`src/rtl/bus8_arbiter.sv`:
```
// bus8_arbiter
//   Two-requester round-robin arbiter in front of one Bus8 slave port. Each grant
//   issues a single-cycle bus command; a read response (or a timeout) is routed
//   back to the requester that owned the command.
//
// Ports
//   i_Bus_Clk, i_Bus_Rst_L  : clock, asynchronous active-low reset
//   i_Req_Valid[1:0]        : requester n has a transaction pending
//   i_Req_Wr_Rd_n[1:0]      : requester n direction (1 = write, 0 = read)
//   i_Req_Addr8             : requester n address at [n*ADDR_WIDTH +: ADDR_WIDTH]
//   i_Req_Wr_Data[15:0]     : requester n write data at [n*8 +: 8]
//   o_Req_Accept[1:0]       : pulse, requester n's command is on the bus
//   o_Req_Rd_DV[1:0]        : pulse, o_Req_Rd_Data valid for requester n
//   o_Req_Rd_Data[7:0]      : shared read data (0x00 after a timeout)
//   o_Req_Timeout[1:0]      : pulse, requester n's read got no response
//   o_Bus_CS, o_Bus_Wr_Rd_n, o_Bus_Addr8, o_Bus_Wr_Data : bus command to slave
//   i_Bus_Rd_Data, i_Bus_Rd_DV                          : slave read response
module bus8_arbiter #(
    parameter int unsigned ADDR_WIDTH = 8,
    parameter int unsigned TIMEOUT    = 15
) (
    input  logic                    i_Bus_Clk,
    input  logic                    i_Bus_Rst_L,
    input  logic [1:0]              i_Req_Valid,
    input  logic [1:0]              i_Req_Wr_Rd_n,
    input  logic [2*ADDR_WIDTH-1:0] i_Req_Addr8,
    input  logic [15:0]             i_Req_Wr_Data,
    output logic [1:0]              o_Req_Accept,
    output logic [1:0]              o_Req_Rd_DV,
    output logic [7:0]              o_Req_Rd_Data,
    output logic [1:0]              o_Req_Timeout,
    output logic                    o_Bus_CS,
    output logic                    o_Bus_Wr_Rd_n,
    output logic [ADDR_WIDTH-1:0]   o_Bus_Addr8,
    output logic [7:0]              o_Bus_Wr_Data,
    input  logic [7:0]              i_Bus_Rd_Data,
    input  logic                    i_Bus_Rd_DV
);

    localparam int unsigned CntWidth = $clog2(TIMEOUT + 1);
    localparam logic [CntWidth-1:0] CntLast = CntWidth'(TIMEOUT - 1);

    typedef enum logic [1:0] {
        StIdle,
        StCmd,
        StWaitRd
    } state_e;

    state_e                r_state;
    // Grant of the current (or most recent) transaction; doubles as the
    // round-robin history, so it also picks the owner of a read response.
    logic                  r_last_grant;
    logic [CntWidth-1:0]   r_cnt;

    logic                  r_req_accept_0;
    logic                  r_req_accept_1;
    logic [1:0]            r_req_rd_dv;
    logic [7:0]            r_req_rd_data;
    logic [1:0]            r_req_timeout;
    logic                  r_bus_cs;
    logic                  r_bus_wr_rd_n;
    logic [ADDR_WIDTH-1:0] r_bus_addr8;
    logic [7:0]            r_bus_wr_data;

    logic                  w_any_valid;
    logic                  w_grant;
    logic [1:0]            w_owner_oh;
    logic                  w_sel_wr_rd_n;
    logic [ADDR_WIDTH-1:0] w_sel_addr8;
    logic [7:0]            w_sel_wr_data;

    assign w_any_valid = |i_Req_Valid;

    // Requester 1 wins when it is alone, or when both are valid and
    // requester 0 held the previous grant.
    assign w_grant = i_Req_Valid[1] & (~i_Req_Valid[0] | ~r_last_grant);

    assign w_owner_oh    = r_last_grant ? 2'b10 : 2'b01;
    assign w_sel_wr_rd_n = w_grant ? i_Req_Wr_Rd_n[1] : i_Req_Wr_Rd_n[0];
    assign w_sel_addr8   = w_grant ? i_Req_Addr8[ADDR_WIDTH +: ADDR_WIDTH]
                                   : i_Req_Addr8[0 +: ADDR_WIDTH];
    assign w_sel_wr_data = w_grant ? i_Req_Wr_Data[15:8] : i_Req_Wr_Data[7:0];

    always_ff @(posedge i_Bus_Clk or negedge i_Bus_Rst_L) begin
        if (!i_Bus_Rst_L) begin
            r_state        <= StIdle;
            r_last_grant   <= 1'b1;
            r_cnt          <= '0;
            r_req_accept_0 <= 1'b0;
            r_req_accept_1 <= 1'b0;
            r_req_rd_dv    <= 2'b00;
            r_req_rd_data  <= 8'h00;
            r_req_timeout  <= 2'b00;
            r_bus_cs       <= 1'b0;
            r_bus_wr_rd_n  <= 1'b0;
            r_bus_addr8    <= '0;
            r_bus_wr_data  <= 8'h00;
        end else begin
            // Pulse outputs default low; bus fields hold their last values.
            r_req_accept_0 <= 1'b0;
            r_req_accept_1 <= 1'b0;
            r_req_rd_dv    <= 2'b00;
            r_req_timeout  <= 2'b00;
            r_bus_cs       <= 1'b0;

            case (r_state)
                StIdle: begin
                    if (w_any_valid) begin
                        r_last_grant   <= w_grant;
                        r_bus_wr_rd_n  <= w_sel_wr_rd_n;
                        r_bus_addr8    <= w_sel_addr8;
                        r_bus_wr_data  <= w_sel_wr_data;
                        r_bus_cs       <= 1'b1;
                        r_req_accept_0 <= ~w_grant;
                        r_req_accept_1 <= w_grant;
                        r_state        <= StCmd;
                    end
                end

                StCmd: begin
                    r_cnt   <= '0;
                    r_state <= r_bus_wr_rd_n ? StIdle : StWaitRd;
                end

                StWaitRd: begin
                    r_cnt <= r_cnt + CntWidth'(1);
                    // A response on the boundary cycle still counts as data.
                    if (i_Bus_Rd_DV) begin
                        r_req_rd_data <= i_Bus_Rd_Data;
                        r_req_rd_dv   <= w_owner_oh;
                        r_state       <= StIdle;
                    end else if (r_cnt == CntLast) begin
                        r_req_rd_data <= 8'h00;
                        r_req_timeout <= w_owner_oh;
                        r_state       <= StIdle;
                    end
                end

                default: begin
                    r_state <= StIdle;
                end
            endcase
        end
    end

    assign o_Req_Accept  = {r_req_accept_1, r_req_accept_0};
    assign o_Req_Rd_DV   = r_req_rd_dv;
    assign o_Req_Rd_Data = r_req_rd_data;
    assign o_Req_Timeout = r_req_timeout;
    assign o_Bus_CS      = r_bus_cs;
    assign o_Bus_Wr_Rd_n = r_bus_wr_rd_n;
    assign o_Bus_Addr8   = r_bus_addr8;
    assign o_Bus_Wr_Data = r_bus_wr_data;

endmodule

```
`config.mk`:
```
export PLATFORM = sky130hd
export DESIGN_NAME = bus8_arbiter
export DESIGN_NICKNAME = d
export VERILOG_FILES = /design/src/rtl/bus8_arbiter.sv
export SDC_FILE = /design/constraint.sdc
export NUM_CORES = 1
export LEC_CHECK = 0
export ABC_CLOCK_PERIOD_IN_PS = 2200
export CAP_MARGIN = 30
export CORE_MARGIN = 2
export CORE_UTILIZATION = 41
export CTS_CLUSTER_DIAMETER = 50
export CTS_CLUSTER_SIZE = 8
export DETAILED_ROUTE_END_ITERATION = 8
export GPL_TIMING_DRIVEN = 0
export PLACE_DENSITY_LB_ADDON = 0.05
export SYNTH_ARGS = -nofsm -noshare
export SYNTH_HDL_FRONTEND = slang
export SYNTH_SLANG_ARGS = --single-unit
```
`constraint.sdc`:
```
create_clock -name i_Bus_Clk -period 2.2 [get_ports i_Bus_Clk]
set_clock_uncertainty 0.15 [all_clocks]
set_input_delay 0.33 -clock i_Bus_Clk [delete_from_list [all_inputs] [get_ports i_Bus_Clk]]
set_output_delay 0.33 -clock i_Bus_Clk [all_outputs]
set_load 0.1 [all_outputs]
```
==> impl_results.md <==
* Unrepaired setup endpoints after global routing: false
* # placed instances at 282
* Number of synthesized flops with an enable pin at 0
* Total track usage at 18.04%
* Cells after Synth at 154
* Worst setup EP type: output pin
* Post-Route M1 WL at 1.671 mm
* Worst-Skew Late Latency at 0.28 ns
* Clock Tree Buf Depth at 2
* Ant diodes at 0
* Flops & latches, synth at 39
* Worst-path clk slew at 0.07 ns
* DR vias at 1442
* Setup repair bufs after CTS at 0
* Grt ovf at 0
* Y dimension of the die at 69.04 um
* Post-Synth Simple-Gate Area at 9.524%
* Largest area contributor in the netlist: dfrtp_1
* Residual DRC count at 0
* Top post-synthesis cells by count: dfrtp_1 (38), mux2i_1 (19), nand2_1 (19)
* Req. time, crit path at 1.72 ns
* Fillers at 339
* Syn nets at 206
* Initial antenna violation count at 0
* Setup CP Type: reg2out
* Cell row count at 23
* Mapped Area at 0.001734 mm2
* Worst Setup Start Kind: flip-flop
* CTS tree: built
* Syn avg cell area at 11.26 um2
* Post-DP HPWL at 3.106 mm
* CP Cell Sequence: buf_4 > dlygate4sd2_1
* Crit. Startpoint: r_req_accept_0
* Setup violations, final at 0
* Relative slew margins at 34.93%
* CP max stage delay at 0.86 ns
* Crit-path max FO at 1
* R2r worst-path depth at 5
* Count leader, synth: dfrtp_1
* Worst reg-to-reg setup slack at 0.35 ns
* Via/cell ratio at 4.972
* Tmin final at 2.038 ns
* XOR/XNOR share of the synthesized area at 0%
* FF-to-FF End: o_Req_Rd_Data[6]
* Worst path arrival time at 1.56 ns
* Largest net degree at the start of global routing at 40
* Post-Synth Adder-Cell Area at 3.608%
* Multiplexer share of the synthesized area at 10.97%
* Max Slew Vio Count at 0
* Netlist cell types at 28
* Non-Filler Instances at 290
* Worst reg2reg path startpoint: r_cnt[0]
* Compound-Gate Fraction of Synth Area at 14.00%
* WL met3 at 291 um
* Metal2 WL at 2.063 mm
* DP Area at 0.002572 mm2
* Max layer used: met4
* Final Cell Area at 0.002633 mm2
* Max-Cap Viols at 0
* Post-synth top area share at 54.83%
* Final period utilization at 92.65%
* Io pins at 79
* DR WL/cell at 13.96 um
* Layout cells sized above 1 at 6.250%
* Ys async rst share at 100.0%
* Min-Delay Path Class: in2async
* CTS Buf Count at 5
* CORE AREA at 0.004029 mm2
* P&R area growth vs syn at 51.80%
* Area contributors post-synth: dfrtp_1 (55%), mux2i_1 (11%), a22o_1 (4.5%)
* Number of hold buffers added after cts at 0
* Initial Utilization at 43.04%
* Clock root buffer: clkbuf_8
* H-tree depth at 2
* Largest family of logic cells by synthesized area: compound AO/OA/AOI/OAI gates
* Initial drt markers at 70
* Total Wirelength at 4.049 mm
* First drt pass iteration count at 4
* Sink Count at 39
* Slowest CP cell: dlygate4sd2_1
* Total die area at 0.004766 mm2
* Maximum clock frequency at 490.6 MHz
* Antenna violation net count after detailed routing at 0
* Syn. warnings at 0
* Status: finished, final reports clean
* Ys flop type: dfrtp_1
* Sequential fraction of the synthesis area at 56.35%
* Tightest Pin Transition at 0.9799 ns
* Layout Nets at 291
* Hold Vio Cnt, Final at 0
* GPL Wtd Cong at 0.7369
* First-pass GRT wire length at 6.989 mm
* Port-buffer cells at 78
* Number of global-route vias before repair at 1501
* Die width at 69.04 um
[what timing repair did]
| action | in CTS | in global routing |
|---|---|---|
| gates resized for setup | 32 | 0 |
| endpoints found under the hold margin | 0 | 0 |
| endpoints found under the setup margin | 32 | 0 |
[per-layer routing]
layer  GRT usage [%]  vias up
met4           4.575        0
met2           31.09       53
li1                -      700
met5               0        -
met1           21.80      686
met3           5.848        3
[stage by stage]
stage	worst slack [ns]	setup TNS (ns)	util, %	hold WS [ns]
finish	0.1616	0	65.34	0.0008940
global route	0.09616	0	65.34	0.05316
CTS	0.1431	0	65.34	0.02530
detailed placement	0.1633	0	63.85	0.3202
global placement	-0.2514	-9.486	63.98	0.3125
floorplan	0.6725	0	-	-0.1156
[state kept, by name, summed over array words and instances (netlist names), 2 cells and up]
name,flops
r_state,2
o_Req_Rd_Data,8
o_Bus_Addr8,8
o_Bus_Wr_Data,8
o_Req_Timeout,2
r_cnt,4
o_Req_Rd_DV,2
[cell families (layout without fill, tap and decap cells)]
| logic type | count (synthesis) | in the layout |
|---|---|---|
| muxes | 19 | 19 |
| AOI/OAI and AO/OA | 38 | 38 |
| adders and majority gates | 5 | 5 |
| DFF | 39 | 39 |
| and+or+nand+nor | 36 | 36 |
| buffers and inverters | 17 | 103 |
[final cells by class]
type / instances / area [um2] / area share [%]
plain buffers: 9 / 66.31 / 2.519
flip-flops and latches: 39 / 977.2 / 37.12
well taps: 50 / 62.56 / 2.376
inverters: 8 / 30.03 / 1.141
repair buffers: 78 / 735.7 / 27.95
clock buffers: 8 / 100.1 / 3.802
multi-input cells: 98 / 660.6 / 25.10
[worst max-delay path, delay by kind of cell, from the launching register on]
kind,cells,cell delay (ns)
buf+inv,2,0.95
flops,1,0.33
[cell usage in the layout, fill, tap and decap left out]
cell type,Yosys,final
a22oi_1,1,1
and2_1,1,1
a21bo_1,1,1
nand2_1,19,19
nand2b_1,1,1
a21oi_1,3,3
nand3_1,5,5
mux2i_1,19,19
clkbuf_8,0,7
dlygate4sd2_1,0,32
dfrtp_1,38,38
o221ai_1,1,1
a21o_1,1,1
ha_1,5,5
clkdlybuf4s50_1,0,45
a31oi_1,1,1
o21ai_0,11,11
buf_12,1,1
buf_4,2,2
o21ai_2,1,1
a22o_1,9,9
buf_2,1,2
dfstp_2,1,1
nor2b_1,3,3
nand3b_1,1,1
buf_6,1,1
o21ai_1,9,9
inv_1,8,8
and3_1,3,3
clkbuf_1,4,5
nor2_1,3,3
[worst max path at each step]
| stage | to | slack, ns |
|---|---|---|
| 2_1_floorplan | o_Req_Rd_Data[0] | 0.67 |
| 3_3_place_gp | o_Bus_Wr_Data[6] | -0.25 |
| 3_5_place_dp | o_Bus_Wr_Data[4] | 0.16 |
| 4_1_cts | o_Req_Accept[1] | 0.14 |
| 5_1_grt | o_Req_Accept[1] | 0.1 |
| 6_report | o_Req_Accept[0] | 0.16 |
Power is left out: the tool's default activity adds up to more than one toggle a clock period on the data nets, which glitch-free logic cannot reach.
